==> src/rtl/mem_bus_arbiter.sv <==
// Arbitrates one SRAM-like bus between instruction fetch and the data port.
// Data wins by default; a starvation counter forces an IF grant after STARVE_LIMIT data grants.
module mem_bus_arbiter #(
    parameter int unsigned STARVE_LIMIT = 4
) (
    input  logic        clk,
    input  logic        resetn,
    input  logic        inst_req,
    input  logic [31:0] inst_addr,
    output logic        inst_addr_ok,
    output logic        inst_data_ok,
    output logic [31:0] inst_rdata,
    input  logic        data_req,
    input  logic        data_wr,
    input  logic [1:0]  data_size,
    input  logic [3:0]  data_wstrb,
    input  logic [31:0] data_addr,
    input  logic [31:0] data_wdata,
    output logic        data_addr_ok,
    output logic        data_data_ok,
    output logic [31:0] data_rdata,
    output logic        bus_req,
    output logic        bus_wr,
    output logic [1:0]  bus_size,
    output logic [3:0]  bus_wstrb,
    output logic [31:0] bus_addr,
    output logic [31:0] bus_wdata,
    input  logic        bus_addr_ok,
    input  logic        bus_data_ok,
    input  logic [31:0] bus_rdata
);

    localparam int unsigned CW = (STARVE_LIMIT < 1) ? 1 : $clog2(STARVE_LIMIT + 1);
    localparam logic [CW-1:0] LIMIT_C = CW'(STARVE_LIMIT);
    localparam logic [CW-1:0] ONE_C   = CW'(1);

    typedef enum logic [1:0] {
        ST_IDLE = 2'd0,
        ST_ADDR = 2'd1,
        ST_WAIT = 2'd2
    } state_t;

    typedef struct packed {
        logic        wr;
        logic [1:0]  size;
        logic [3:0]  wstrb;
        logic [31:0] addr;
        logic [31:0] wdata;
    } cmd_t;

    state_t        state_r;
    state_t        state_s;
    logic          owner_r;
    logic          owner_s;
    logic [CW-1:0] starve_cnt_r;
    logic [CW-1:0] starve_cnt_s;
    cmd_t          cmd_r;
    cmd_t          cmd_s;
    logic          grant_data_s;
    logic          in_addr_s;
    logic          in_wait_s;

    // State, owner, starvation counter and latched command registers.
    always_ff @(posedge clk or negedge resetn) begin
        if (!resetn) begin
            state_r      <= ST_IDLE;
            owner_r      <= 1'b0;
            starve_cnt_r <= '0;
            cmd_r        <= '0;
        end else begin
            state_r      <= state_s;
            owner_r      <= owner_s;
            starve_cnt_r <= starve_cnt_s;
            cmd_r        <= cmd_s;
        end
    end

    // Arbitration, command capture and transaction sequencing.
    always_comb begin
        state_s      = state_r;
        owner_s      = owner_r;
        starve_cnt_s = starve_cnt_r;
        cmd_s        = cmd_r;
        grant_data_s = data_req && !(inst_req && (starve_cnt_r == LIMIT_C));
        case (state_r)
            ST_IDLE: begin
                if (grant_data_s) begin
                    owner_s     = 1'b1;
                    state_s     = ST_ADDR;
                    cmd_s.wr    = data_wr;
                    cmd_s.size  = data_size;
                    cmd_s.wstrb = data_wr ? data_wstrb : 4'b0000;
                    cmd_s.addr  = data_addr;
                    cmd_s.wdata = data_wdata;
                    if (inst_req) begin
                        starve_cnt_s = (starve_cnt_r == LIMIT_C) ? starve_cnt_r
                                                                 : starve_cnt_r + ONE_C;
                    end else begin
                        starve_cnt_s = '0;
                    end
                end else if (inst_req) begin
                    owner_s      = 1'b0;
                    state_s      = ST_ADDR;
                    starve_cnt_s = '0;
                    cmd_s.wr     = 1'b0;
                    cmd_s.size   = 2'b10;
                    cmd_s.wstrb  = 4'b0000;
                    cmd_s.addr   = inst_addr;
                    cmd_s.wdata  = 32'h0000_0000;
                end else begin
                    starve_cnt_s = '0;
                end
            end
            ST_ADDR: begin
                if (bus_addr_ok) begin
                    state_s = bus_data_ok ? ST_IDLE : ST_WAIT;
                end else begin
                    state_s = ST_ADDR;
                end
            end
            ST_WAIT: begin
                if (bus_data_ok) begin
                    state_s = ST_IDLE;
                end else begin
                    state_s = ST_WAIT;
                end
            end
            default: begin
                state_s = ST_IDLE;
            end
        endcase
    end

    assign in_addr_s = (state_r == ST_ADDR);
    assign in_wait_s = (state_r == ST_WAIT);

    // Bus command is only presented while the address phase is open.
    assign bus_req   = in_addr_s;
    assign bus_wr    = in_addr_s & cmd_r.wr;
    assign bus_size  = in_addr_s ? cmd_r.size  : 2'b00;
    assign bus_wstrb = in_addr_s ? cmd_r.wstrb : 4'b0000;
    assign bus_addr  = in_addr_s ? cmd_r.addr  : 32'h0000_0000;
    assign bus_wdata = in_addr_s ? cmd_r.wdata : 32'h0000_0000;

    assign inst_addr_ok = in_addr_s & bus_addr_ok & ~owner_r;
    assign data_addr_ok = in_addr_s & bus_addr_ok &  owner_r;
    assign inst_data_ok = ((in_addr_s & bus_addr_ok) | in_wait_s) & bus_data_ok & ~owner_r;
    assign data_data_ok = ((in_addr_s & bus_addr_ok) | in_wait_s) & bus_data_ok &  owner_r;

    assign inst_rdata = bus_rdata;
    assign data_rdata = bus_rdata;

endmodule

==> config.mk <==
export PLATFORM = sky130hd
export DESIGN_NAME = mem_bus_arbiter
export DESIGN_NICKNAME = d
export VERILOG_FILES = /design/src/rtl/mem_bus_arbiter.sv
export SDC_FILE = /design/constraint.sdc
export NUM_CORES = 1
export LEC_CHECK = 0
export CORE_MARGIN = 2
export CORE_UTILIZATION = 35
export CTS_BUF_LIST = sky130_fd_sc_hd__clkbuf_8
export CTS_CLUSTER_SIZE = 20
export DETAILED_ROUTE_END_ITERATION = 7
export GPL_ROUTABILITY_DRIVEN = 0
export PLACE_DENSITY = 0.8
export SYNTH_ARGS = -nofsm -noshare
export SYNTH_HDL_FRONTEND = slang
export SYNTH_SLANG_ARGS = --single-unit
export TNS_END_PERCENT = 20
==> constraint.sdc <==
create_clock -name clk -period 1.65 [get_ports clk]
set_input_delay 0.2475 -clock clk [delete_from_list [all_inputs] [get_ports clk]]
set_output_delay 0.2475 -clock clk [all_outputs]
set_load 0.03 [all_outputs]
Word-level counts from Yosys, hierarchy flattened

Cells that the tools add are included.

Bits in registers: 77
Input bits: 141
Output and inout bits: 140
Logic and storage cells: 47

Add/sub/neg operators: 1
Equality and inequality tests: 5
Multiplexer cells: 17
Bitwise operators: 9
Reduce and logical (&&, ||, !) cells: 7

Operators with widths:

| cell                  | count |
|---|---|
| $mux W71              | 2 |
| $mux W32              | 2 |
| $mux W2               | 5 |
| $mux W3               | 3 |
| $mux W4               | 2 |
| $and A1 B1 Y1         | 7 |
| $ne A3 B3 Y1 const B  | 2 |
| $pmux W2 S3           | 1 |
| $reduce_and A2 Y1     | 2 |
| $add A3 B1 Y3 const B | 1 |
| $eq A3 B3 Y1 const B  | 1 |
| $eq A2 B1 Y1 const B  | 1 |
| $eq A2 B2 Y1 const B  | 1 |
| $logic_and A1 B1 Y1   | 2 |
| $logic_not A2 Y1      | 1 |
| $mux W1               | 2 |
| $reduce_bool A2 Y1    | 1 |
| $logic_not A1 Y1      | 1 |
| $not A1 Y1            | 1 |
| $or A1 B1 Y1          | 1 |

Depth between registers and ports, before layout

Gate-level depths: netlist (run 1).

Word-level depth: 6
Depth in mapped cells: 7
Mapped depth without buffers: 5

Worst setup path after synthesis (run 1)

No wires, ideal clock.

Path kind: register to output
Start point: register state_r[1]
End point: output port inst_addr_ok
Arrival: 1707 ps
Data required time: 1402 ps
Setup slack: -304 ps
Stages on the path, launching flop included: 7
Path buffers: 2
Cells stage by stage: dfrtp_1 > nand2b_1 > clkbuf_1 > inv_2 > clkbuf_1 > nand2_1 > nor2_1

Cells in the longest elaborated chain, start to end: 3

RTL lines:

| what                       | RTL line | RTL |
|---|---|---|
| from (decl)                | 51       | `state_t state_r;` |
| from (signal assigned)     | 71       | `state_r <= state_s;` |
| $eq A2 B1 Y1               | 134      | `assign in_addr_s = (state_r == ST_ADDR);` |
| via bus_req                | 22       | `output logic bus_req,` |
| $and A1 B1 Y1 (2 in a row) | 145      | `assign inst_addr_ok = in_addr_s & bus_addr_ok & ~owner_r;` |
| to (decl)                  | 10       | `output logic inst_addr_ok,` |

The timed path passes the listed nets, and every way through them passes these cells.

Worst setup path in the final report (run 1)

Start point: register state_r[1]
End point: output port bus_wdata[3]

Cells in the longest elaborated chain, start to end: 2

RTL lines:

| what         | RTL line | RTL |
|---|---|---|
| $eq A2 B1 Y1 | 134      |  |
| $mux W32     | 143      | `assign bus_wdata = in_addr_s ? cmd_r.wdata : 32'h0000_0000;` |
| to (decl)    | 27       | `output logic [31:0] bus_wdata,` |

No other way between the ends.

==> results of run 1 <==
[layer usage]
metal / share of wire, % / track usage, %
met5: 0 / 0
met4: 1.6 / 5.57
met3: 10 / 6.44
met2: 51 / 34.3
met1: 37 / 20.5
[layout make-up]
cell class | instances | area [sq um] | share of cell area, %
flip-flops and latches | 77 | 1930 | 28.8
clock buffers | 11 | 151 | 2.26
well taps | 172 | 215 | 3.21
clock inverters | 5 | 82.6 | 1.23
inverters | 38 | 150 | 2.24
repair buffers | 208 | 2240 | 33.5
multi-input cells | 236 | 1930 | 28.8
[logic make-up after synthesis]
kind of cell	count (synthesis)
AND/OR/NAND/NOR	155
buffers and inverters	145
adder cells (fa/ha/maj)	2
AO/OA/AOI/OAI	78
flip-flops	77
[state kept, by name, indices dropped and copies added, names as in the netlist]
name,flops
cmd_r,71
owner_r,1
starve_cnt_r,3
state_r,2
[stage by stage]
| stage | setup WS (ps) | cell area, sq um | TNS [ps] | total power [uW] |
|---|---|---|---|---|
| detailed placement | -236 | 5980 | -7970 | 9620 |
| finish | -111 | 6700 | -4860 | 12400 |
| CTS | -145 | 6500 | -5880 | 11900 |
| global route | -173 | 6700 | -9570 | 13100 |
| floorplan | 9.03 | 4490 | 0 | 7540 |
| global placement | -143 | 5980 | -5170 | 9440 |
[worst max-delay path: cells and delay by family (launching register included)]
family                 cells  cell delay, ps
DFF                        1             410
buffers and inverters      3             390
and+or+nand+nor            2             350
[worst paths after layout]
check	slack (ps)	to	cells past startpoint	from
worst max-delay path	-110	bus_wdata[3]	5	state_r[1]
worst min-delay path	450	cmd_r[10]	3	resetn
worst max register to register	60	cmd_r[32]	7	starve_cnt_r[0]
worst min register to register	500	cmd_r[65]	1	cmd_r[65]
max in group asynchronous	850	state_r[0]	3	resetn
min in group clk	450	cmd_r[69]	3	data_size[1]
[cells in the final DEF, fill, tap and decap left out, types with 2 or more instances in the layout]
cell type                         instances
sky130_fd_sc_hd__clkbuf_8                11
sky130_fd_sc_hd__nor2_2                  12
sky130_fd_sc_hd__o21ai_0                  4
sky130_fd_sc_hd__buf_4                   33
sky130_fd_sc_hd__a22o_1                  34
sky130_fd_sc_hd__clkdlybuf4s50_1        107
sky130_fd_sc_hd__and2_4                  31
sky130_fd_sc_hd__o221ai_2                29
sky130_fd_sc_hd__dfrtp_1                 76
sky130_fd_sc_hd__buf_6                   50
sky130_fd_sc_hd__nand2_1                  3
sky130_fd_sc_hd__o221ai_1                 2
sky130_fd_sc_hd__a32o_1                   4
sky130_fd_sc_hd__buf_12                  15
sky130_fd_sc_hd__nand3_1                 32
sky130_fd_sc_hd__nor2_4                   4
sky130_fd_sc_hd__inv_1                   36
sky130_fd_sc_hd__nor2_1                  19
sky130_fd_sc_hd__nand4_1                 35
sky130_fd_sc_hd__clkinv_4                 2
sky130_fd_sc_hd__and2_1                  11
sky130_fd_sc_hd__bufinv_16                2
[power groups by stage]
| stage | logic, uW | clock network [uW] | registers, uW |
|---|---|---|---|
| floorplan | 4560 | 0 | 2980 |
| global placement | 6390 | 0 | 3050 |
| global route | 8120 | 1800 | 3190 |
| finish | 7620 | 1670 | 3100 |
| detailed placement | 6530 | 0 | 3090 |
| CTS | 7140 | 1710 | 3050 |
[what timing repair did]
item	in CTS	in global routing
gates cloned	1	2
hold endpoints to repair	77	0
setup buffers	1	1
hold buffers	1	0
endpoints found under the setup margin	80	112
pin swaps	2	11
gates resized for setup	67	47
==> summary.txt, run 1 <==
=================================================================================
Number of max-slew violations in the final report                               0
Clock tree from TritonCTS                                                   built
Slew headroom                                                               71.8%
Fraction of power consumed by combinational cells                           61.5%
Yosys warning total                                                             0
Nets                                                                          713
Antenna diodes                                                                  0
Setup violators final                                                          75
Drt first-iter violations                                                     360
Clock-pin slew on the worst setup and hold paths                            90 ps
Critical-path cell list                                              nand2b_4 -> inv_8 -> buf_16 -> and2_1 -> buf_6
Initial core utilization                                                    35.7%
Final cell utilization of the core                                          53.3%
Post-layout minimum cycle time                                            1760 ps
Number of buffers inserted during clock tree synthesis                          9
Critical path data required time                                          1400 ps
Violations in the final reports                                      negative setup slack
Cell count after synthesis                                                    457
Library cell with the highest instance count after synthesis         sky130_fd_sc_hd__dfrtp_1
Dpl cells                                                                     725
Clk root buf                                                         sky130_fd_sc_hd__clkbuf_8
DPL Wire Length                                                      9560 microns
Final Cycle Share                                                            107%
Overflow left after global routing                                              0
Maximum achievable frequency                                            0.568 GHz
WL per Instance                                                      18.8 microns
Final critical-path setup slack                                           -111 ps
Width of the chip                                                     117 microns
Die Span Y                                                            117 microns
Total count of hold-check failures in the final report                          0
Endpoint kind of the worst setup timing path                          output port
Largest buffer count on any clock path                                          2
Sequential share of the synthesized area                                    43.0%
Maximum vdd ir drop                                                      0.874 mV
Least-Margin Pin Slew                                                      423 ps
Detailed Routing Iterations Pass 1                                              4
Net Switching                                                             5290 uW
P_leak                                                                 0.00291 uW
Row Count                                                                      41
Post-detailed-route via-to-cell ratio                                        5.28
Most area-consuming cells after synthesis                            sky130_fd_sc_hd__dfrtp_1 43%, sky130_fd_sc_hd__buf_4 11%, sky130_fd_sc_hd__o221ai_2 9.7%, sky130_fd_sc_hd__a22o_1 6.6%, sky130_fd_sc_hd__and2_1 5.7%
Mapped Avg Cell Area                                                   9.81 sq um
Switching power share of the total                                          42.7%
Number of nets with antenna violations after routing                            0
Worst hold slack                                                           445 ps
Clock Power Share                                                           13.5%
Via Count                                                                    3942
Highest fanout seen on the critical path                                       21
TritonCTS Sinks                                                                77
Power Internal                                                            7100 uW
Count of unique library cells instantiated by Yosys                            31
Yosys top cell by area                                               sky130_fd_sc_hd__dfrtp_1
Vias in the first global route                                               3796
Largest family of logic cells by synthesized area                    compound AO/OA/AOI/OAI gates
Synth Area in Compound Gates                                                19.0%
Area growth from synthesis to final layout                                  49.4%
Xor-xnor portion of the synthesized cell area                                  0%
Portion of synthesized cell area occupied by the leading cell type          43.0%
Total wire length after detailed routing                             14100 microns
Maximum number of pins on one net before global-route repair                   78
Count of maximum capacitance violations                                         0
Synthesis-stage register bit count                                             77
Run status                                                           finished with violations
DRC violations left                                                             0
Worst hold path class                                                input pin to async pin
Number of I/O port buffers                                                    184
Core Box Area                                                        0.0126 sq mm
Die Outline Area                                                     0.0137 sq mm
Syn_nets                                                                      600
Simple-gate share of the synthesized area                                   18.8%
GRT Total Usage                                                             18.8%
Number of enable flip-flop cells after synthesis                                0
Share of async-settable or async-resettable flops after synthesis            100%
Slowest cell on crit path                                            sky130_fd_sc_hd__dfrtp_1
Ratio of cells with drive above 1 in the final layout                       35.5%
Clock skew                                                                11.7 ps
Kind of launch point of the worst setup path                             register
Multiplexer share of the synthesized area                                      0%
Share of total power in sequential cells                                    25.0%
H-tree depth reported by CTS                                                    3
Largest stage delay on the critical path                                   410 ps
Most common flop cell mapped by yosys                                sky130_fd_sc_hd__dfrtp_1
Final non-filler cell total                                                   747
Crit path kind                                                       register to output port
Antenna violations before repair                                                0
I/O pin count                                                                 281
Power density of the placed cells                                    1850 mW/mm^2
First-pass GRT wire length                                           19600 microns
Setup repair after global routing missed its margin                          true
Data arrival time of the worst path                                       1510 ps
Latest clock arrival within the worst-skew pair                            360 ps
Count of filler cells inserted in the layout                                 1052
Synthesized-area fraction occupied by adder cells                          0.558%
Post-synth top cells                                                 77 x sky130_fd_sc_hd__dfrtp_1, 64 x sky130_fd_sc_hd__buf_4, 41 x sky130_fd_sc_hd__and2_1
Post-synthesis instance area                                         0.00448 sq mm
=================================================================================
Power figures use the tool's default switching activity.
==> run 2: changes to the inputs <==
==> constraint.sdc (replaced) <==
create_clock -name clk -period 1.6 [get_ports clk]
set_input_delay 0.24 -clock clk [delete_from_list [all_inputs] [get_ports clk]]
set_output_delay 0.24 -clock clk [all_outputs]
set_load 0.03 [all_outputs]
==> summary.txt, run 2 (synthesis results as in run 1) <==
=============================================================================
Largest buffer count on any clock path                                      2
Data arrival time of the worst path                                   1530 ps
Total count of hold-check failures in the final report                      0
Post-detailed-route via-to-cell ratio                                    5.38
Length in cells of the worst reg-to-reg path                                6
Largest register by flop count                                          cmd_r
Maximum number of pins on one net before global-route repair               78
Number of nets with antenna violations after routing                        0
Number of buffers inserted during clock tree synthesis                      9
Detailed Routing Iterations Pass 1                                          7
Critical-path cell list                                          nand2b_4 -> clkinv_8 -> a21oi_4 -> and3b_1 -> buf_6
Slew headroom                                                           72.2%
Violations in the final reports                                  negative setup slack
Largest registers                                                cmd_r: 71 flops, starve_cnt_r: 3 flops, state_r: 2 flops
Number of max-slew violations in the final report                           0
Nets                                                                      714
Final Cycle Share                                                        110%
Overflow left after global routing                                          0
Maximum achievable frequency                                        0.566 GHz
Count of maximum capacitance violations                                     0
Antenna violations before repair                                            0
Critical R2R Capture                                                 cmd_r[1]
Number of I/O port buffers                                                184
Endpoint kind of the worst setup timing path                      output port
GRT Total Usage                                                         19.2%
Critical path data required time                                      1360 ps
Slowest cell on crit path                                        sky130_fd_sc_hd__dfrtp_1
Clock-pin slew on the worst setup and hold paths                        90 ps
First-pass GRT wire length                                       20100 microns
Maximum vdd ir drop                                                  0.771 mV
Total buffers and inverters traversed by the critical path                  2
Core Box Area                                                    0.0126 sq mm
Row Count                                                                  41
Antenna diodes                                                              0
Least-Margin Pin Slew                                                  418 ps
Clock skew                                                            8.82 ps
Final cell utilization of the core                                      53.6%
Ratio of cells with drive above 1 in the final layout                   36.6%
Worst hold path class                                            input pin to async pin
I/O pin count                                                             281
P_leak                                                             0.00292 uW
Area growth from synthesis to final layout                              50.2%
Total wire length after detailed routing                         14600 microns
Latest clock arrival within the worst-skew pair                        370 ps
Total non-filler cell area in the finished layout                0.00673 sq mm
Dominant delay contributor by cell family on the critical path   simple AND/OR/NAND/NOR gates
DPL Wire Length                                                  9560 microns
WL per Instance                                                  19.5 microns
Largest register FFs                                                       71
Highest-count cells in the layout ignoring fill and taps         107 x sky130_fd_sc_hd__clkdlybuf4s50_1, 77 x sky130_fd_sc_hd__dfrtp_1, 53 x sky130_fd_sc_hd__buf_6
Clk root buf                                                     sky130_fd_sc_hd__clkbuf_8
Drt first-iter violations                                                 346
Most common library cell in the layout ignoring fill and taps    sky130_fd_sc_hd__clkdlybuf4s50_1
Area after DPL                                                   0.00597 sq mm
Width of the chip                                                 117 microns
TritonCTS Sinks                                                            77
Run status                                                       finished with violations
Crit path kind                                                   register to output port
Power density of the placed cells                                1900 mW/mm^2
DRC violations left                                                         0
H-tree depth reported by CTS                                                3
Highest fanout seen on the critical path                                    5
Vias in the first global route                                           3940
Startpoint of the worst register-to-register path                  state_r[1]
Clock tree from TritonCTS                                               built
Initial core utilization                                                35.7%
Via Count                                                                4026
Final critical-path setup slack                                       -166 ps
Kind of launch point of the worst setup path                         register
Post-layout minimum cycle time                                        1770 ps
Setup violators final                                                      76
Setup repair after global routing missed its margin                      true
Largest stage delay on the critical path                               370 ps
Die Span Y                                                        117 microns
Minimum setup slack among reg-to-reg paths                              30 ps
Die Outline Area                                                 0.0137 sq mm
Overall power after layout                                           12800 uW
=============================================================================
[run 2: worst reg2reg max path: stages (launching register included)]
cell                      delay (ps)
sky130_fd_sc_hd__dfrtp_1         400
sky130_fd_sc_hd__buf_6           120
sky130_fd_sc_hd__buf_6           110
sky130_fd_sc_hd__nor2_4          200
sky130_fd_sc_hd__nand2_1         130
sky130_fd_sc_hd__buf_12          190
sky130_fd_sc_hd__a22o_1          290
[run 2: where the power goes]
| group | switching (uW) | total [uW] | internal [uW] |
|---|---|---|---|
| logic | 4390 | 8040 | 3650 |
| clock network | 778 | 1580 | 805 |
| registers | 403 | 3200 | 2800 |
| total | 5570 | 12800 | 7250 |
[run 2: area by class of cell]
cell class | instances | area, sq um
clock buffers | 11 | 151
clock inverters | 5 | 58.8
fillers | 1030 | 5830
inverters | 38 | 155
multi-input cells | 236 | 1940
flip-flops and latches | 77 | 1930
well taps | 172 | 215
repair buffers | 209 | 2290
[run 2: through the flow]
stage	TNS [ps]	instances	setup slack, ps	hold slack, ps
finish	-8410	748	-166	418
global route	-12330	748	-219	417
CTS	-10580	744	-167	401
detailed placement	-9010	724	-260	293
global placement	-7750	724	-201	288
floorplan	-38.0	457	-33.5	-55.6
[run 2: what timing repair did]
action,CTS,global route
hold buffers,1,0
pin swaps,1,26
endpoints found under the hold margin,77,0
gates cloned,1,4
buffers inserted,2,0
setup endpoints to repair,104,148
gates resized for setup,64,61
[run 2: per-layer routing]
metal / wire, microns / share of wire [%] / GRT usage [%]
met5: 0 / 0 / 0
met4: 413 / 2.8 / 9.80
met3: 1510 / 10 / 6.33
met2: 7380 / 51 / 34.1
met1: 5270 / 36 / 20.2
[run 2: worst max-delay path by stage]
stage / from / end / slack, ps / depth (start not counted)
global placement: data_req / cmd_r[33] / -200 / 4
detailed placement: data_req / cmd_r[33] / -260 / 4
CTS: state_r[1] / data_addr_ok / -170 / 5
global route: state_r[1] / data_data_ok / -220 / 5
floorplan: state_r[1] / inst_addr_ok / -30 / 6
finish: state_r[1] / data_data_ok / -170 / 5
==> run 3: changes to the inputs <==
--- a/config.mk
+++ b/config.mk
@@ -8,7 +8,7 @@
 export CORE_MARGIN = 2
 export CORE_UTILIZATION = 35
 export CTS_BUF_LIST = sky130_fd_sc_hd__clkbuf_8
-export CTS_CLUSTER_SIZE = 20
+export CTS_CLUSTER_SIZE = 12
 export DETAILED_ROUTE_END_ITERATION = 7
 export GPL_ROUTABILITY_DRIVEN = 0
 export PLACE_DENSITY = 0.8
==> constraint.sdc (replaced) <==
create_clock -name clk -period 1.55 [get_ports clk]
set_input_delay 0.2325 -clock clk [delete_from_list [all_inputs] [get_ports clk]]
set_output_delay 0.2325 -clock clk [all_outputs]
set_load 0.03 [all_outputs]
==> summary.txt, run 3 (synthesis results as in run 1) <==
============================================================================
Clock-pin slew on the worst setup and hold paths                       80 ps
Most common library cell in the layout ignoring fill and taps   sky130_fd_sc_hd__clkdlybuf4s50_1
Largest stage delay on the critical path                              400 ps
First-pass GRT wire length                                      19700 microns
Slowest cell on crit path                                       sky130_fd_sc_hd__dfrtp_1
Vias in the first global route                                          3944
Largest buffer count on any clock path                                     2
Antenna violations before repair                                           0
Setup violators final                                                    109
Highest-count cells in the layout ignoring fill and taps        107 x sky130_fd_sc_hd__clkdlybuf4s50_1, 76 x sky130_fd_sc_hd__dfrtp_1, 67 x sky130_fd_sc_hd__buf_6
Clock Power Share                                                      14.9%
H-tree depth reported by CTS                                               3
Via Count                                                               3932
Post-detailed-route via-to-cell ratio                                   5.21
Highest fanout seen on the critical path                                  20
Clock skew                                                           7.40 ps
Minimum setup slack among reg-to-reg paths                           -170 ps
Violations in the final reports                                 negative setup slack
Net Switching                                                        5580 uW
Detailed Routing Iterations Pass 1                                         4
Final critical-path setup slack                                      -239 ps
Least-Margin Pin Slew                                                 575 ps
Setup repair after global routing missed its margin                     true
Die Span Y                                                       117 microns
Number of max-slew violations in the final report                          0
Total wire length after detailed routing                        13600 microns
DPL Wire Length                                                 9790 microns
Share of total power in sequential cells                               24.3%
Fraction of power consumed by combinational cells                      60.8%
Largest registers                                               cmd_r: 71 flops, starve_cnt_r: 3 flops, state_r: 2 flops
Largest register FFs                                                      71
Latest clock arrival within the worst-skew pair                       360 ps
Switching power share of the total                                     41.4%
Count of maximum capacitance violations                                    0
Worst hold slack                                                      262 ps
Run status                                                      finished with violations
Endpoint kind of the worst setup timing path                     output port
DRC violations left                                                        0
Overflow left after global routing                                         0
Data arrival time of the worst path                                  1560 ps
Total count of hold-check failures in the final report                     0
Post-layout minimum cycle time                                       1790 ps
Clk root buf                                                    sky130_fd_sc_hd__clkbuf_8
Most common cell on crit path                                   sky130_fd_sc_hd__buf_12
Antenna diodes                                                             0
Final Cycle Share                                                       115%
Maximum achievable frequency                                       0.559 GHz
Number of nets with antenna violations after routing                       0
GRT Total Usage                                                        18.9%
Count of filler cells inserted in the layout                            1070
Nets                                                                     722
Critical R2R Capture                                               cmd_r[34]
Power Internal                                                       7880 uW
Critical path data required time                                     1320 ps
Ratio of cells with drive above 1 in the final layout                  34.0%
Largest register by flop count                                         cmd_r
Length in cells of the worst reg-to-reg path                               4
Number of I/O port buffers                                               184
TritonCTS Sinks                                                           77
Initial core utilization                                               35.7%
Power density of the placed cells                               1980 mW/mm^2
Crit path kind                                                  register to output port
Core Box Area                                                   0.0126 sq mm
Startpoint of the worst register-to-register path                 state_r[0]
Row Count                                                                 41
P_leak                                                            0.00294 uW
Maximum number of pins on one net before global-route repair              48
Overall power after layout                                          13500 uW
Die Outline Area                                                0.0137 sq mm
Clock tree from TritonCTS                                              built
WL per Instance                                                 18.0 microns
Kind of launch point of the worst setup path                        register
Drt first-iter violations                                                259
Number of buffers inserted during clock tree synthesis                     9
Critical-path cell list                                         nand2b_4 -> buf_12 -> buf_12 -> nor2_4 -> buf_12
Area growth from synthesis to final layout                             51.8%
Worst hold path class                                           input pin to async pin
Total Neg Setup Slack                                              -17300 ps
Slew headroom                                                          61.7%
I/O pin count                                                            281
Maximum vdd ir drop                                                 0.824 mV
Width of the chip                                                117 microns
============================================================================
run 3: how the worst max path moves through the flow:
stage                from      endpoint  slack [ps]  cells after the start
2_1_floorplan  state_r[1]  inst_addr_ok         -80                      6
3_3_place_gp     data_req     cmd_r[33]        -260                      4
3_5_place_dp     data_req     cmd_r[34]        -310                      4
4_1_cts        state_r[1]  inst_data_ok        -260                      6
5_1_grt        state_r[1]  inst_addr_ok        -300                      6
6_report       state_r[1]  bus_addr[20]        -240                      5
run 3: worst max-delay path: cells and delay by family (launching register included):
kind	cells	cell delay, ps
AND/OR/NAND/NOR	2	340
flip-flops	1	400
buffers and inverters	3	430
run 3: timing repair:
action	CTS	global route
hold endpoints to repair	77	0
pin swaps	2	9
buffers inserted	1	2
hold buffers	1	0
gates resized for setup	83	35
endpoints found under the setup margin	139	147
run 3: through the flow:
step | instance area (sq um) | setup WS, ps | instances | utilization (%)
3_3_place_gp | 6080 | -260 | 736 | 48.4
6_report | 6800 | -239 | 755 | 54.1
4_1_cts | 6660 | -264 | 753 | 53.0
5_1_grt | 6800 | -299 | 755 | 54.1
2_1_floorplan | 4490 | -75.9 | 457 | -
3_5_place_dp | 6080 | -311 | 736 | 48.4
run 3: layout make-up:
cell class	count	area, sq um	share of cell area, %
Multi-Input combinational cell	235	1880	27.7
Sequential cell	77	1930	28.3
Clock inverter	5	124	1.82
Tap cell	172	215	3.16
Clock buffer	10	138	2.02
Timing Repair Buffer	218	2370	34.8
Inverter	38	145	2.13
run 3: layer usage:
metal | part of all wire, % | vias up | GRT usage (%)
met2 | 53 | 218 | 35.4
met1 | 36 | 1908 | 19.6
met3 | 9.4 | 19 | 5.72
met5 | 0 | - | 0
met4 | 1.8 | 0 | 7.22
li1 | - | 1787 | -
run 3: power groups by stage:
stage	Combinational, uW	Sequential, uW	Clock (uW)
after floorplan	4860	3170	0
after global placement	7020	3260	0
after detailed placement	7150	3300	0
after CTS	7830	3260	2070
after global routing	8740	3380	2140
final	8180	3270	2000
